<file path="src/rtl/kyber_pkg.sv">
// Constants, FSM state type and the legal-d check used by the ML-KEM
// polynomial decode datapath.
package kyber_pkg;
  localparam int KYBER_Q = 3329;
  localparam int KYBER_N = 256;
  localparam int COEF_W  = 12;

  typedef enum logic [1:0] {
    IDLE = 2'd0,
    RUN  = 2'd1,
    DONE = 2'd2
  } state_t;

  function automatic logic d_is_legal(input logic [3:0] d);
    return (d == 4'd1) || (d == 4'd4) || (d == 4'd5) ||
           (d == 4'd10) || (d == 4'd11) || (d == 4'd12);
  endfunction
endpackage

</file>
<file path="src/rtl/poly_byte_decode_if.sv">
// Byte-stream input and coefficient-beat output handshakes of poly_byte_decode.
interface poly_byte_decode_if #(
  parameter int IN_W = 64,
  parameter int NC   = 4
);
  logic [IN_W-1:0]  i_ibytes;
  logic             i_ibytes_valid;
  logic             o_ibytes_ready;
  logic [NC*12-1:0] o_coeffs;
  logic             o_coeffs_valid;
  logic             i_coeffs_ready;

  modport slave (
    input  i_ibytes, i_ibytes_valid, i_coeffs_ready,
    output o_ibytes_ready, o_coeffs, o_coeffs_valid
  );

  modport master (
    output i_ibytes, i_ibytes_valid, i_coeffs_ready,
    input  o_ibytes_ready, o_coeffs, o_coeffs_valid
  );
endinterface

</file>
<file path="src/rtl/kyber_decompress.sv">
// One coefficient lane: optional Decompress_d for d<12, mod-q reduction and
// over-q flag for d=12.
module kyber_decompress
  import kyber_pkg::*;
(
  input  logic [COEF_W-1:0] i_x,
  input  logic [3:0]        i_d,
  input  logic              i_decomp,
  output logic [COEF_W-1:0] o_y,
  output logic              o_over_q
);
  logic [23:0]       w_prod;
  logic [23:0]       w_round;
  logic [COEF_W-1:0] w_scaled;

  always_comb begin
    w_prod   = 24'(i_x) * 24'(KYBER_Q);
    w_round  = 24'd1 << (i_d - 4'd1);
    w_scaled = COEF_W'((w_prod + w_round) >> i_d);
    o_over_q = 1'b0;
    o_y      = i_x;
    if (i_d == 4'd12) begin
      o_over_q = (i_x >= COEF_W'(KYBER_Q));
      if (o_over_q) o_y = i_x - COEF_W'(KYBER_Q);
    end else if (i_decomp) begin
      o_y = w_scaled;
    end
  end
endmodule

</file>
<file path="src/rtl/poly_byte_decode.sv">
// Streaming ByteDecode_d / Decompress_d: unpacks a packed byte stream into
// NC 12-bit coefficients per beat, one 256-coefficient polynomial per start.
//
//   state | meaning
//   IDLE  | waiting for i_start; illegal d sets o_err
//   RUN   | accepting words into the bit buffer and emitting beats
//   DONE  | one-cycle o_done pulse after the last beat handshake
module poly_byte_decode
  import kyber_pkg::*;
#(
  parameter int IN_W = 64,
  parameter int NC   = 4
) (
  input  logic              i_clk,
  input  logic              i_rstn,
  input  logic              i_start,
  input  logic [3:0]        i_d,
  input  logic              i_decomp,
  poly_byte_decode_if.slave io,
  output logic              o_busy,
  output logic              o_done,
  output logic              o_err
);
  localparam int BUF_W  = IN_W + NC * COEF_W;
  localparam int FILL_W = $clog2(BUF_W + 1);
  localparam int CNT_W  = 10;

  state_t                 r_state;
  logic [3:0]             r_d;
  logic                   r_decomp;
  logic [BUF_W-1:0]       r_buf;
  logic [FILL_W-1:0]      r_fill;
  logic [CNT_W-1:0]       r_words_left;
  logic [CNT_W-1:0]       r_beats_left;
  logic [NC*COEF_W-1:0]   r_coeffs;
  logic                   r_valid;
  logic                   r_err;

  logic [FILL_W-1:0]      w_beat_bits;
  logic                   w_in_ok;
  logic                   w_in_fire;
  logic                   w_out_fire;
  logic                   w_extract;
  logic [FILL_W-1:0]      w_shift;
  logic [FILL_W-1:0]      w_fill_shr;
  logic [BUF_W-1:0]       w_buf_shr;
  logic [BUF_W-1:0]       w_buf_next;
  logic [FILL_W-1:0]      w_fill_next;
  logic [BUF_W-1:0]       w_mask;
  logic [COEF_W-1:0]      w_lane_x [NC];
  logic [COEF_W-1:0]      w_lane_y [NC];
  logic [NC-1:0]          w_lane_over;
  logic [NC*COEF_W-1:0]   w_beat;
  logic                   w_any_over;

  assign w_beat_bits = FILL_W'(NC) * FILL_W'(r_d);
  // Ready depends only on registered state so upstream sees no comb path.
  assign w_in_ok     = (r_state == RUN) && (r_words_left != '0) &&
                       (r_fill <= FILL_W'(BUF_W - IN_W));
  assign w_in_fire   = w_in_ok && io.i_ibytes_valid;
  assign w_out_fire  = r_valid && io.i_coeffs_ready;
  assign w_extract   = (r_state == RUN) && (r_fill >= w_beat_bits) &&
                       (!r_valid || io.i_coeffs_ready);

  assign w_shift     = w_extract ? w_beat_bits : '0;
  assign w_buf_shr   = r_buf >> w_shift;
  assign w_fill_shr  = r_fill - w_shift;
  assign w_buf_next  = w_in_fire ? (w_buf_shr | (BUF_W'(io.i_ibytes) << w_fill_shr))
                                 : w_buf_shr;
  assign w_fill_next = w_fill_shr + (w_in_fire ? FILL_W'(IN_W) : FILL_W'(0));
  assign w_mask      = (BUF_W'(1) << r_d) - BUF_W'(1);

  for (genvar j = 0; j < NC; j++) begin : g_lane
    assign w_lane_x[j] = COEF_W'((r_buf >> (FILL_W'(j) * FILL_W'(r_d))) & w_mask);

    kyber_decompress u_lane (
      .i_x      (w_lane_x[j]),
      .i_d      (r_d),
      .i_decomp (r_decomp),
      .o_y      (w_lane_y[j]),
      .o_over_q (w_lane_over[j])
    );

    assign w_beat[j*COEF_W +: COEF_W] = w_lane_y[j];
  end

  assign w_any_over = |w_lane_over;

  always_ff @(posedge i_clk or negedge i_rstn) begin
    if (!i_rstn) begin
      r_state      <= IDLE;
      r_d          <= '0;
      r_decomp     <= 1'b0;
      r_buf        <= '0;
      r_fill       <= '0;
      r_words_left <= '0;
      r_beats_left <= '0;
      r_coeffs     <= '0;
      r_valid      <= 1'b0;
      r_err        <= 1'b0;
    end else begin
      case (r_state)
        IDLE: begin
          if (i_start) begin
            if (d_is_legal(i_d)) begin
              r_state      <= RUN;
              r_d          <= i_d;
              r_decomp     <= i_decomp;
              r_buf        <= '0;
              r_fill       <= '0;
              r_words_left <= CNT_W'((KYBER_N * int'(i_d)) / IN_W);
              r_beats_left <= CNT_W'(KYBER_N / NC);
              r_valid      <= 1'b0;
              r_err        <= 1'b0;
            end else begin
              r_err <= 1'b1;
            end
          end
        end
        RUN: begin
          r_buf  <= w_buf_next;
          r_fill <= w_fill_next;
          if (w_in_fire) r_words_left <= r_words_left - CNT_W'(1);
          if (w_extract) begin
            r_coeffs <= w_beat;
            r_valid  <= 1'b1;
            if (w_any_over) r_err <= 1'b1;
          end else if (w_out_fire) begin
            r_valid <= 1'b0;
          end
          if (w_out_fire) begin
            r_beats_left <= r_beats_left - CNT_W'(1);
            if (r_beats_left == CNT_W'(1)) r_state <= DONE;
          end
        end
        DONE:    r_state <= IDLE;
        default: r_state <= IDLE;
      endcase
    end
  end

  assign io.o_ibytes_ready = w_in_ok;
  assign io.o_coeffs       = r_coeffs;
  assign io.o_coeffs_valid = r_valid;
  assign o_busy            = (r_state != IDLE);
  assign o_done            = (r_state == DONE);
  assign o_err             = r_err;
endmodule
</file>
<file path="src/flat_wrapper.sv">
// flat-port wrapper written by rule: the top's interface ports become plain ports
module poly_byte_decode_flat import kyber_pkg::*;
#(
  parameter int IN_W = 64,
  parameter int NC   = 4
)
  (i_clk, i_rstn, i_start, i_d, i_decomp, o_busy, o_done, o_err, io_i_ibytes, io_i_ibytes_valid, io_i_coeffs_ready, io_o_ibytes_ready, io_o_coeffs, io_o_coeffs_valid);
  poly_byte_decode_if #(.IN_W(IN_W), .NC(NC)) io_i ();
  input  logic i_clk;
  input  logic i_rstn;
  input  logic i_start;
  input  logic [3:0] i_d;
  input  logic i_decomp;
  output logic o_busy;
  output logic o_done;
  output logic o_err;
  input wire logic [$bits(io_i.i_ibytes)-1:0] io_i_ibytes;
  input wire logic [$bits(io_i.i_ibytes_valid)-1:0] io_i_ibytes_valid;
  input wire logic [$bits(io_i.i_coeffs_ready)-1:0] io_i_coeffs_ready;
  output wire logic [$bits(io_i.o_ibytes_ready)-1:0] io_o_ibytes_ready;
  output wire logic [$bits(io_i.o_coeffs)-1:0] io_o_coeffs;
  output wire logic [$bits(io_i.o_coeffs_valid)-1:0] io_o_coeffs_valid;
  assign io_i.i_ibytes = io_i_ibytes;
  assign io_i.i_ibytes_valid = io_i_ibytes_valid;
  assign io_i.i_coeffs_ready = io_i_coeffs_ready;
  assign io_o_ibytes_ready = io_i.o_ibytes_ready;
  assign io_o_coeffs = io_i.o_coeffs;
  assign io_o_coeffs_valid = io_i.o_coeffs_valid;
  poly_byte_decode #(.IN_W(IN_W), .NC(NC)) u_core (.i_clk(i_clk), .i_rstn(i_rstn), .i_start(i_start), .i_d(i_d), .i_decomp(i_decomp), .io(io_i), .o_busy(o_busy), .o_done(o_done), .o_err(o_err));
endmodule
</file>
<file path="config.mk">
export PLATFORM = sky130hd
export DESIGN_NAME = poly_byte_decode_flat
export DESIGN_NICKNAME = d
export VERILOG_FILES = /design/src/rtl/kyber_pkg.sv /design/src/rtl/poly_byte_decode_if.sv /design/src/rtl/kyber_decompress.sv /design/src/rtl/poly_byte_decode.sv /design/src/flat_wrapper.sv
export SDC_FILE = /design/constraint.sdc
export NUM_CORES = 2
export LEC_CHECK = 0
export ABC_CLOCK_PERIOD_IN_PS = 24700
export CAP_MARGIN = 30
export CELL_PAD_IN_SITES_DETAIL_PLACEMENT = 1
export CELL_PAD_IN_SITES_GLOBAL_PLACEMENT = 2
export CORE_MARGIN = 2
export CORE_UTILIZATION = 44
export DETAILED_ROUTE_END_ITERATION = 8
export PLACE_DENSITY = 0.95
export REMOVE_ABC_BUFFERS = 1
export SYNTH_ARGS = -nofsm -noshare
export SYNTH_HDL_FRONTEND = slang
export SYNTH_SLANG_ARGS = --single-unit
</file>
<file path="constraint.sdc">
create_clock -name i_clk -period 24.7 [get_ports i_clk]
set_input_delay 2.47 -clock i_clk [delete_from_list [all_inputs] [get_ports i_clk]]
set_output_delay 2.47 -clock i_clk [all_outputs]
set_load 0.03 [all_outputs]
</file>
==> results.py <==
metrics = {
    "run_status": {
        "status": "finished, final reports clean",
    },
    "clock_network": {
        "htree_levels": 4,
        "cts.sinks": 194,
        "clk_pin_slew_worst_paths_ps": 90,
        "cts_tree": "built",
        "cts_made_buffers": 17,
        "clock_latency_ps": 520,
        "cts_setup_buffers": 0,
        "clock_path_buffers": 2,
        "cts_hold_buf": 0,
        "postCtsResizedCells": 0,
        "cts_root_buf": "clkbuf_16",
    },
    "yosys": {
        "ys_top_cells_by_area": "ha_1, mux4_2, dfrtp_1",
        "yosysTopAreaCell": "ha_1",
        "netlist_instances": 4384,
        "syn-cell-area_sq_mm": 0.03869,
        "synth_top_area_share_pct": 15.30,
        "synth_edf_count": 0,
        "syn_avg_cell_area_sq_um": 8.825,
        "yosysWarningCount": 0,
        "synth_flop_cell": "dfrtp_1",
        "async_flop_share_pct": 100.0,
        "ys_seq_elements": 194,
        "synthDistinctLibCells": 102,
        "yosysSeqAreaShare_pct": 12.55,
    },
    "drt": {
        "wl_per_cell_microns": 29.99,
        "viasPerCell": 7.046,
        "drc": 0,
        "ant_nets": 0,
        "vias": 38310,
        "drt-initial-drc-count": 4317,
        "wl_mm": 163.1,
        "dr.pass1.iters": 7,
    },
    "worst_setup_path": {
        "reg2reg_setup_slack_ps": 14500,
        "crit-reg2reg-launch": "u_core.r_d[1]$_DFFE_PN0P_",
        "r2r-end": "u_core.io.o_coeffs[37]$_DFFE_PN0P_",
        "cp-end-kind": "register",
        "critPathMostFrequentCell": "ha_1",
        "required_ps": 25110,
        "start_kind": "register",
        "slowest_delay_ps": 770,
        "worst_r2r_path_depth": 27,
        "path_max_fanout": 81,
        "path_class": "reg2reg",
        "worstPathArrival_ps": 10610,
        "crit_path_top_delay_cell": "fa_4",
    },
    "sta": {
        "fmax_mhz": 98.00,
        "min_period_ps": 10200,
        "slew_headroom_pct": 24.82,
        "skew_ps": 19.13,
        "drv_slew": 0,
        "fin_setup_tns_ps": 0,
        "post-route-period-util_pct": 41.31,
        "setup_viol": 0,
        "hold_viol": 0,
        "tightest_slew_ps": 1120,
        "rsz0062_at_grt": "false",
        "hold_slack_ps": 495.4,
    },
    "cells_and_area": {
        "fin_cells": 5437,
        "nets": 4888,
        "final_common_cell": "ha_1",
        "drive_gt1_share_pct": 12.41,
        "final_cell_mix": "ha_1, nand2_1, mux2i_1, nor2_1, inv_1",
        "synthToLayoutAreaGrowth_pct": 6.681,
        "n_fill_cell": 10100,
    },
    "min_path": {
        "hold_path.class": "reg2reg",
        "whs_endpoint": "u_core.io.o_coeffs[33]$_DFFE_PN0P_",
        "whs_path_depth": 2,
        "min-delay-start": "u_core.io.o_coeffs[33]$_DFFE_PN0P_",
    },
    "place": {
        "dp_hpwl_mm": 121.8,
        "gp_congestion": 0.9609,
        "placed_cells": 5403,
        "port_buffers": 126,
    },
    "global_route": {
        "antenna_found_initial": 4,
        "grt_pass1_vias": 38670,
        "gr-usage-all-layers_pct": 35.54,
        "grt_pass1_wl_mm": 245.2,
        "grt_remaining_overflow": 0,
        "grt_max_degree": 96,
    },
    "floorplanning": {
        "die-area_sq_mm": 0.09032,
        "fp.dieH_microns": 300.5,
        "initial_core_util_pct": 44.53,
        "coreArea_sq_mm": 0.08689,
        "core.rowCount": 108,
        "io_pins": 127,
        "die_width_microns": 300.5,
    },
    "run": {
        "drv_cap": 0,
    },
}
==> final cells by class <==
cell class / count / area, sq um / area share, %
Antenna cell: 2 / 5.005 / 0.01213
Clock buffer: 18 / 439.2 / 1.064
Clock inverter: 14 / 172.7 / 0.4183
Inverter: 283 / 1071 / 2.595
Multi-Input combinational cell: 3560 / 31370 / 75.99
Sequential cell: 194 / 4870 / 11.80
Tap cell: 1155 / 1445 / 3.501
Timing Repair Buffer: 211 / 1907 / 4.620
==> registers in the layout, summed over array words and instances (netlist names) <==
signal,flops
u_core.io.o_coeffs,48
u_core.r_words_left,10
u_core.r_buf,112
u_core.r_d,4
u_core.r_decomp,1
u_core.o_err,1
u_core.r_state,2
u_core.io.o_coeffs_valid,1
u_core.r_fill,5
u_core.r_beats_left,10
==> routing by layer <==
metal / vias up / global-route usage [%] / wire (microns)
met4: 4 / 23.60 / 12590
met1: 18990 / 44.45 / 62140
li1: 16320 / - / -
met5: - / 0.1058 / 17
met2: 2352 / 55.42 / 72430
met3: 651 / 7.468 / 15890
==> cells in the mapped netlist (15+ instances only) <==
cell type	instances
a211o_1	21
a211oi_1	83
a21o_1	66
a21oi_1	217
a221o_1	20
a221oi_1	29
a222oi_1	35
a22o_1	16
a22oi_1	34
a31oi_1	51
a32oi_1	15
and2_1	31
and3_1	41
buf_1	43
buf_2	62
clkbuf_1	216
dfrtp_1	194
fa_1	74
ha_1	473
inv_1	267
mux2_2	71
mux2i_1	332
mux4_2	249
nand2_1	415
nand3_1	66
nor2_1	300
nor2b_1	34
nor3_1	69
o211ai_1	32
o21ai_0	227
o21ai_1	22
o221ai_1	59
o22ai_1	32
o31ai_1	16
or2_2	17
or3_1	20
xnor2_1	89
xor2_1	38
==> worst max-delay path by stage <==
stage | startpoint | endpoint | slack [ps] | cells past startpoint
2_1_floorplan | u_core.r_d[0]$_DFFE_PN0P_ | u_core.io.o_coeffs[41]$_DFFE_PN0P_ | 6640 | 25
3_3_place_gp | u_core.r_d[1]$_DFFE_PN0P_ | u_core.io.o_coeffs[37]$_DFFE_PN0P_ | 14840 | 27
3_5_place_dp | u_core.r_d[1]$_DFFE_PN0P_ | u_core.io.o_coeffs[37]$_DFFE_PN0P_ | 14590 | 27
4_1_cts | u_core.r_d[1]$_DFFE_PN0P_ | u_core.io.o_coeffs[37]$_DFFE_PN0P_ | 14580 | 27
5_1_grt | u_core.r_d[1]$_DFFE_PN0P_ | u_core.io.o_coeffs[37]$_DFFE_PN0P_ | 14000 | 30
6_report | u_core.r_d[1]$_DFFE_PN0P_ | u_core.io.o_coeffs[37]$_DFFE_PN0P_ | 14500 | 27
==> through the flow <==
step                utilization [%]  worst slack, ps  instance area [sq um]
finish                        47.50            14500                  41270
CTS                           47.50            14580                  41270
floorplan                         -             6636                  37120
global placement              46.75            14840                  40620
detailed placement            46.79            14590                  40660
global route                  47.50            14000                  41270
==> worst max-delay path, delay by kind of cell, from the launching register on <==
family / cells / cell delay (ps)
xor gates and xnor gates: 1 / 190
muxes: 4 / 1710
buffers and inverters: 5 / 1550
DFF: 1 / 690
AOI/OAI and AO/OA: 6 / 1920
and+or+nand+nor: 3 / 420
adders and majority gates: 8 / 3520
==> logic make-up (layout without fill, tap and decap cells) <==
kind of cell / after synthesis / after routing / share of synthesized area [%]
AOI/OAI and AO/OA: 1160 / 1160 / 20.83
xor gates and xnor gates: 128 / 128 / 2.933
adders and majority gates: 547 / 547 / 19.13
buffers and inverters: 630 / 526 / 6.791
DFF: 194 / 194 / 12.55
muxes: 660 / 660 / 25.46
other: 0 / 2 / 0
and+or+nand+nor: 1065 / 1065 / 12.31
Power is not shown: default switching activity piles up to over one toggle a cycle in this logic, so the estimate is an artifact.
